File: src/rtl/ila_seq.sv
`default_nettype none
// ============================================================================
// ila_seq : JESD204B ILAS generator, one lane, 4 octets per clock
// Rev 1.0
// ============================================================================
module ila_seq #(
    parameter int F      = 2,
    parameter int K      = 16,
    parameter int NUM_MF = 4
) (
    input  logic         CLK,
    input  logic         RST_n,
    input  logic         EN,
    input  logic [111:0] CFG,
    output logic [31:0]  TX_DATA,
    output logic [3:0]   TX_K,
    output logic         TX_VALID,
    output logic [3:0]   ILA_ME,
    output logic         ILA_RDY
);

    localparam int MF_OCT   = F * K;
    localparam int MF_BEATS = MF_OCT / 4;
    localparam int BW       = $clog2(MF_BEATS);
    localparam int MW       = $clog2(NUM_MF);
    localparam int IW       = 16;

    localparam logic [1:0] S_IDLE = 2'd0;
    localparam logic [1:0] S_RUN  = 2'd1;
    localparam logic [1:0] S_DONE = 2'd2;

    localparam logic [BW-1:0] B_LAST = BW'(MF_BEATS - 1);
    localparam logic [MW-1:0] M_LAST = MW'(NUM_MF - 1);
    localparam logic [IW-1:0] I_LAST = IW'(MF_OCT - 1);

    logic [1:0]    state_q, state_d;
    logic [BW-1:0] b_q, b_d;
    logic [MW-1:0] m_q, m_d;
    logic [31:0]   data_q, data_d;
    logic [3:0]    k_q, k_d;
    logic          valid_q, valid_d;
    logic [3:0]    me_q, me_d;
    logic          rdy_q, rdy_d;

    logic          w_beat;
    logic          w_last;
    logic [31:0]   w_oct;
    logic [3:0]    w_k;
    logic [7:0]    w_cfg [16];

    for (genvar n = 0; n < 16; n++) begin : g_cfg
        if (n < 14) begin : g_oct
            assign w_cfg[n] = CFG[8*n +: 8];
        end else begin : g_pad
            assign w_cfg[n] = 8'h00;
        end
    end

    // Octet priority: /R/, /A/, /Q/, config window, ramp.
    for (genvar j = 0; j < 4; j++) begin : g_lane
        logic [IW-1:0] w_i;
        logic [3:0]    w_cidx;
        logic [7:0]    w_lane_oct;
        logic          w_lane_k;

        assign w_i    = IW'({b_q, 2'b00}) + IW'(j);
        assign w_cidx = w_i[3:0] - 4'd2;

        always_comb begin
            w_lane_oct = w_i[7:0];
            w_lane_k   = 1'b0;
            if (w_i == '0) begin
                w_lane_oct = 8'h1C;
                w_lane_k   = 1'b1;
            end else if (w_i == I_LAST) begin
                w_lane_oct = 8'h7C;
                w_lane_k   = 1'b1;
            end else if (m_q == MW'(1) && w_i == IW'(1)) begin
                w_lane_oct = 8'h9C;
                w_lane_k   = 1'b1;
            end else if (m_q == MW'(1) && w_i >= IW'(2) && w_i <= IW'(15)) begin
                w_lane_oct = w_cfg[w_cidx];
            end
        end

        assign w_oct[8*j +: 8] = w_lane_oct;
        assign w_k[j]          = w_lane_k;
    end

    assign w_beat = EN && (state_q == S_IDLE || state_q == S_RUN);
    assign w_last = (b_q == B_LAST) && (m_q == M_LAST);

    always_ff @(posedge CLK or negedge RST_n) begin
        if (!RST_n) begin
            state_q <= S_IDLE;
            b_q     <= '0;
            m_q     <= '0;
            data_q  <= '0;
            k_q     <= '0;
            valid_q <= 1'b0;
            me_q    <= '0;
            rdy_q   <= 1'b0;
        end else begin
            state_q <= state_d;
            b_q     <= b_d;
            m_q     <= m_d;
            data_q  <= data_d;
            k_q     <= k_d;
            valid_q <= valid_d;
            me_q    <= me_d;
            rdy_q   <= rdy_d;
        end
    end

    always_comb begin
        state_d = state_q;
        case (state_q)
            S_IDLE: if (EN) state_d = S_RUN;
            S_RUN: begin
                if (!EN)        state_d = S_IDLE;
                else if (w_last) state_d = S_DONE;
            end
            S_DONE: if (!EN) state_d = S_IDLE;
            default: state_d = S_IDLE;
        endcase
    end

    // Counters stay at zero except while beats are being produced.
    always_comb begin
        b_d     = '0;
        m_d     = '0;
        data_d  = '0;
        k_d     = '0;
        valid_d = 1'b0;
        me_d    = '0;
        rdy_d   = 1'b0;
        if (w_beat) begin
            data_d  = w_oct;
            k_d     = w_k;
            valid_d = 1'b1;
            rdy_d   = (m_q == M_LAST);
            me_d    = w_last ? 4'b1000 : 4'b0000;
            if (!w_last) begin
                if (b_q == B_LAST) begin
                    b_d = '0;
                    m_d = m_q + MW'(1);
                end else begin
                    b_d = b_q + BW'(1);
                    m_d = m_q;
                end
            end
        end
    end

    assign TX_DATA  = data_q;
    assign TX_K     = k_q;
    assign TX_VALID = valid_q;
    assign ILA_ME   = me_q;
    assign ILA_RDY  = rdy_q;

endmodule
`default_nettype wire

File: config.mk
export PLATFORM = sky130hd
export DESIGN_NAME = ila_seq
export DESIGN_NICKNAME = d
export VERILOG_FILES = /design/src/rtl/ila_seq.sv
export SDC_FILE = /design/constraint.sdc
export NUM_CORES = 1
export LEC_CHECK = 0
export ABC_CLOCK_PERIOD_IN_PS = 3400
export CELL_PAD_IN_SITES_DETAIL_PLACEMENT = 0
export CELL_PAD_IN_SITES_GLOBAL_PLACEMENT = 1
export CORE_MARGIN = 4
export CORE_UTILIZATION = 29
export DETAILED_ROUTE_END_ITERATION = 12
export PLACE_DENSITY = 0.94
export SLEW_MARGIN = 20
export SYNTH_ARGS = -nofsm -noshare
export SYNTH_HDL_FRONTEND = slang
export SYNTH_SLANG_ARGS = --single-unit
File: constraint.sdc
create_clock -name CLK -period 3.4 [get_ports CLK]
set_clock_uncertainty 0.2 [all_clocks]
set_input_delay 0.34 -clock CLK [delete_from_list [all_inputs] [get_ports CLK]]
set_output_delay 0.34 -clock CLK [all_outputs]
set_load 0.02 [all_outputs]
# Word-level counts from Yosys, hierarchy flattened
# Index checks and enable logic that the tools add are counted.
[op_classes]
n_eq_ne = 15
add_sub_neg = 9
n_lt_le_gt_ge = 12
mux = 53
bitwise_logic = 4
n_reduce_logical = 20
[ops]
columns = ["op", "n"]
rows = [
  ["$mux W8", 22],
  ["$bmux W8 S4", 4],
  ["$logic_not A16 Y1", 4],
  ["$mux W32", 1],
  ["$ge A5 B5 Y1 const B", 4],
  ["$not A4 Y5", 4],
  ["$eq A6 B1 Y1 const B", 3],
  ["$eq A6 B5 Y1 const B", 3],
  ["$ge A6 B2 Y1 const B", 3],
  ["$le A6 B4 Y1 const B", 3],
  ["$sub A4 B2 Y4 const B", 4],
  ["$mux W2", 7],
  ["$logic_and A1 B1 Y1", 13],
  ["$add A5 B2 Y6 const B", 2],
  ["$mux W1", 12],
  ["$mux W4", 3],
  ["$mux W3", 3],
  ["$add A5 B1 Y6 const B", 1],
  ["$pmux W2 S3", 1],
  ["$ge A5 B2 Y1 const B", 1],
  ["$le A5 B4 Y1 const B", 1],
  ["$eq A2 B1 Y1 const B", 2],
  ["$eq A2 B2 Y1 const B", 2],
  ["$ne A2 B2 Y1 const B", 2],
  ["8 further kinds", 8],
]
[word_totals]
inputBits = 115
regBits = 49
elab_cells = 121

# Depth between registers and ports, before layout
[logic_depth]
word_depth = 11
mapped_depth = 8
ltp_nobuf = 5

# Worst setup path after synthesis
# OpenSTA, ideal clock, no wires.
[synth_timing]
kind = "register to register"
startpoint = "register b_q[1]"
endpoint = "register data_q[12], in the netlist TX_DATA[12]"
setup_slack_ns = 1.209
setup_ns = 0.133
arrival_time_ns = 1.858
stages_incl_launch_ff = 9
path_cell_list = "dfrtp_1 clkbuf_8 buf_2 inv_1 ha_1 buf_4 mux2_2 a221oi_1 o22ai_1"
[synth_between]
elab_chain_cells = 11
word_cells_on_any_way = 19
[synth_rtl]
columns = ["element", "line", "rtl"]
rows = [
  ["start, declared", "37", "logic [BW-1:0] b_q, b_d;"],
  ["start signal, assigned", "96", "b_q <= '0;"],
  ["start signal, assigned", "105", "b_q <= b_d;"],
  ["$add A5 B1 Y6 *", "66", "assign w_i = IW'({b_q, 2'b00}) + IW'(j);"],
  ["$sub A4 B2 Y4", "67", "assign w_cidx = w_i[3:0] - 4'd2;"],
  ["$not A4 Y5 (not written as such)", "82", "w_lane_oct = w_cfg[w_cidx];"],
  ["$bmux W8 S4", "82", ""],
  ["$mux W8 (not written as such) (2 in a row)", "82", ""],
  ["$mux W8", "81", "end else if (m_q == MW'(1) && w_i >= IW'(2) && w_i <= IW'(15)) begin"],
  ["$mux W8", "78", "end else if (m_q == MW'(1) && w_i == IW'(1)) begin"],
  ["$mux W8", "75", "end else if (w_i == I_LAST) begin"],
  ["$mux W8 *", "72", "if (w_i == '0) begin"],
  ["$mux W32 *", "137", "if (w_beat) begin"],
  ["named net data_d[12]", "39", "logic [31:0] data_q, data_d;"],
  ["end signal, assigned", "107", "data_q <= data_d;"],
  ["end, declared", "39", ""],
]
# Mark *: on every way through the listed nets, which the timed path passes. The rest lies on a longest branch. The select of a mux whose other input is x is not followed.
# A chain may end at the register's enable or synchronous reset.

# Worst setup path in the final report
[layout_timing]
startpoint = "register b_q[0]"
endpoint = "register data_q[26], in the netlist TX_DATA[26]"
[layout_between]
elab_chain_cells = 11
word_cells_on_any_way = 19
[layout_rtl]
columns = ["element", "line"]
rows = [
  ["$add A5 B2 Y6 *", "66"],
  ["$sub A4 B2 Y4", "67"],
  ["$not A4 Y5 (not written as such)", "82"],
  ["$bmux W8 S4", "82"],
  ["$mux W8 (not written as such) (2 in a row)", "82"],
  ["$mux W8", "81"],
  ["$mux W8", "78"],
  ["$mux W8", "75"],
  ["$mux W8 *", "72"],
  ["$mux W32 *", "137"],
  ["named net data_d[26]", "39"],
]
# Marked as above.

==> qor.log <==
[timing] pin slew with the least headroom to its limit 575 ps
[routing] Wirelength per Cell 17.3 um
[routing] via total after detailed routing 2309
[final_layout] Post-layout nets 480
[power] portion of total power attributed to combinational logic 30.7%
[critical_path] Setup crit start b_q[0]
[timing] Setup Total Neg Slack 0 ps
[timing] Max-Slew Margin vs Limit 61.7%
[clock_tree] clock slew at reported path FFs 90 ps
[worst_hold_path] Hold Crit Class input pin to async pin
[power] Power Dens Cells 316 mW/mm^2
[synthesis] register bit count reported by yosys 45
[global_routing] antenna violations before repair 0
[placed_design] Cell Count Post-Placement 456
[synthesis] Synth cell types 40
[synthesis] number of warnings issued by yosys 0
[timing] final setup fails 0
[final_layout] Post-Layout Cell Count 465
[power] clock network fraction of total power 26.2%
[timing] maximum frequency from static timing analysis 397 MHz
[routing] DRC violation count after routing 0
[critical_path] largest driver fanout on the critical path 28
[final_layout] relative area change from synthesis to final layout 65.2%
[clock_tree] Skew-Pair Late Insertion Delay 290 ps
[timing] portion of the clock cycle consumed by the worst path in the final layout 74.1%
[clock_tree] clock tree from TritonCTS built
[timing] RSZ-0062 raised after global routing no
[synthesis] portion of the post-synthesis area used by sequential elements 44.8%
[timing] final hold violations 0
[global_routing] gr ovfl total 0
[clock_tree] count of H-tree levels built during CTS 2
[routing] number of optimization iterations in the first detailed-route pass 4
[power] portion of total power attributed to sequential cells 43.1%
[clock_tree] total CTS buffers 5
[placed_design] post-detail-place hpwl 6210 um
[synthesis] Cells after Synth 213
[timing] number of max-slew violations in the final report 0
[routing] per-cell via count in the routed design 4.97
[critical_path] category of the worst setup path launch point flip-flop
[critical_path] path type of the worst setup path flip-flop to flip-flop
[global_routing] overall routing resource usage 15.4%
[final_layout] proportion of layout cells with a drive suffix above 1 11.9%
[routing] number of design-rule violations left by the first detailed-router iteration 49
[die] number of standard-cell rows in the floorplan 33
[placed_design] placer congestion estimate 0.772
[power] switching fraction of total power 26.7%
[timing] post-layout min period 2520 ps
[final_layout] finished layout cell area 0.00415 mm^2
[global_routing] wire length of the first global-routing pass 12300 um
[routing] count of antenna-violating nets left after detailed routing 0
[final_layout] number of diodes 0
[placed_design] post-place instance area 0.00405 mm^2
[die] horizontal extent of the die 101 um
[clock_tree] maximum number of buffers from clock root to sink 2
[critical_path] critical path endpoint category flip-flop
[critical_path] Arrival @ worst endpoint 2510 ps
[die] Die Outline Area 0.0102 mm^2
[synthesis] Post-Syn Area 0.00251 mm^2
[critical_path] beginning of the worst register-to-register path b_q[0]
[power] switching component of the power 350 uW
[clock_tree] CTS Root Cell clkbuf_8
[clock_tree] Num Clock Sinks 45
[power] Power Internal 961 uW
[global_routing] largest net degree at the start of global routing 46
[die] starting density of the core 30.1%
[die] Std-Cell Core Area 0.00834 mm^2
[die] Ports 157
[power] worst IR drop on VDD 0.000153 V
[placed_design] port buffer count 152
[routing] post-detailed-routing wire length 8030 um
[synthesis] Post-Synthesis Mean Instance Area 11.8 um^2
[power] post-layout total power 1.31 mW
[die] die span in y 101 um
[run] number of maximum-capacitance violations 0
[critical_path] required arrival time at the worst endpoint 3380 ps
[power] static leakage power 1.69 nW
[global_routing] vias in the first global route 2485
[final_layout] Layout Utilization 49.8%
[outcome] status completed
cell usage after synthesis (all sizes together):
| cell type | number | area [um^2] |
|---|---|---|
| dfrtp | 45 | 1130 |
| mux2 | 18 | 203 |
| nor2 | 17 | 63.8 |
| buf | 16 | 119 |
| mux4 | 12 | 274 |
| a311oi | 8 | 70.1 |
| and3 | 8 | 50.1 |
| a21oi | 7 | 35.0 |
| a22oi | 7 | 52.6 |
| mux2i | 7 | 70.1 |
| nand2 | 7 | 26.3 |
| clkbuf | 6 | 42.5 |
| ha | 6 | 75.1 |
| inv | 6 | 22.5 |
| a221oi | 5 | 43.8 |
| nand3 | 5 | 25.0 |
| and2 | 4 | 25.0 |
| nand2b | 4 | 25.0 |
| a211oi | 3 | 22.5 |
| nor3 | 3 | 15.0 |
| o21ai | 3 | 15.0 |
| a31oi | 2 | 12.5 |
| o21a | 2 | 15.0 |
| o22ai | 2 | 12.5 |
| a21o | 1 | 7.51 |
| and2b | 1 | 10.0 |
| and3b | 1 | 8.76 |
| conb | 1 | 3.75 |
| nand3b | 1 | 7.51 |
| nand4 | 1 | 6.26 |
| nor2b | 1 | 6.26 |
| nor3b | 1 | 7.51 |
| o2111ai | 1 | 8.76 |
| or3 | 1 | 6.26 |
cell usage in the layout, fill, tap and decap left out, types with 2 or more instances in the layout:
master           synthesis  layout
a22oi_1                  7       7
a211oi_1                 3       3
o21ai_0                  3       3
clkbuf_8                 2       6
o22ai_1                  2       2
mux4_2                  11      11
a21oi_1                  7       7
mux2_2                  17      17
conb_1                   1       4
dfrtp_1                 45      44
nor3_1                   3       3
nand2b_1                 4       4
a311oi_1                 8       8
o21a_1                   2       2
mux2i_1                  7       7
clkbuf_1                 4       2
inv_1                    5       5
a221oi_1                 5       5
a31oi_1                  2       2
nand3_1                  5       5
ha_1                     6       6
and3_1                   8       8
buf_4                    8       6
and2_1                   4       4
nand2_1                  7       7
nor2_1                  17      17
clkdlybuf4s50_1          0     151
critical path, stage by stage, from the launching register on:
cell and delay, ps:
dfrtp_2 630, buf_4 410, ha_1 240, ha_1 410, inv_1 190, a311oi_1 310
sequential cells by signal (all words and copies together) (netlist names):
| signal | flops |
|---|---|
| ILA_ME | 1 |
| ILA_RDY | 1 |
| TX_DATA | 32 |
| TX_K | 3 |
| TX_VALID | 1 |
| b_q | 3 |
| m_q | 2 |
| state_q | 2 |
stage by stage:
stage | setup slack, ps | hold WS [ps]
after floorplan | 1210 | -156
after global placement | 982 | 354
after detailed placement | 902 | 376
after CTS | 840 | 51.7
after global routing | 672 | 424
final | 879 | 384
area by class of cell:
class	instances	area, um^2
Clock buffer	8	90.1
Fill cell	785	4190
Inverter	6	22.5
Multi-Input combinational cell	143	1210
Sequential cell	45	1130
Tap cell	105	131
Timing Repair Buffer	158	1570
per-layer routing:
| metal | routed length [um] | part of all wire, % | GRT usage (%) |
|---|---|---|---|
| met1 | 2940 | 37 | 17.5 |
| met2 | 4280 | 53 | 28.4 |
| met5 | 0 | 0 | 0 |
| met4 | 112 | 1.4 | 3.48 |
| met3 | 695 | 8.7 | 4.57 |
timing repair:
| action | 4_1_cts | 5_1_grt |
|---|---|---|
| endpoints found under the hold margin | 0 | 45 |
| setup buffers | 0 | 0 |
| hold buffers | 0 | 1 |
| gates resized for setup | 0 | 0 |
path summary, 6_finish.rpt:
| path | endpoint | depth (start not counted) | slack [ps] |
|---|---|---|---|
| worst max-delay path | TX_DATA[26] | 5 | 880 |
| worst min-delay path | TX_DATA[15] | 2 | 380 |
| worst max register to register | TX_DATA[26] | 5 | 880 |
| worst min register to register | m_q[1] | 2 | 390 |
| max in group asynchronous | b_q[0] | 2 | 2200 |
| min in group CLK | m_q[1] | 2 | 390 |
power groups by stage:
stage | clock network (mW) | registers [mW] | logic [mW]
CTS | 0.353 | 0.566 | 0.405
floorplan | 0 | 0.591 | 0.192
global placement | 0 | 0.576 | 0.396
global route | 0.379 | 0.568 | 0.433
finish | 0.344 | 0.565 | 0.403
detailed placement | 0 | 0.577 | 0.404
logic make-up after synthesis:
logic type                 count (synthesis)  synth area share, %
muxes                                     37                 21.8
buffers and inverters                     28                 7.32
and+or+nand+nor                           55                 11.2
AOI/OAI and AO/OA                         41                 11.7
adders and majority gates                  6                 2.99
DFF                                       45                 44.8
other                                      1                0.149
(Power assumes the default switching activity.)
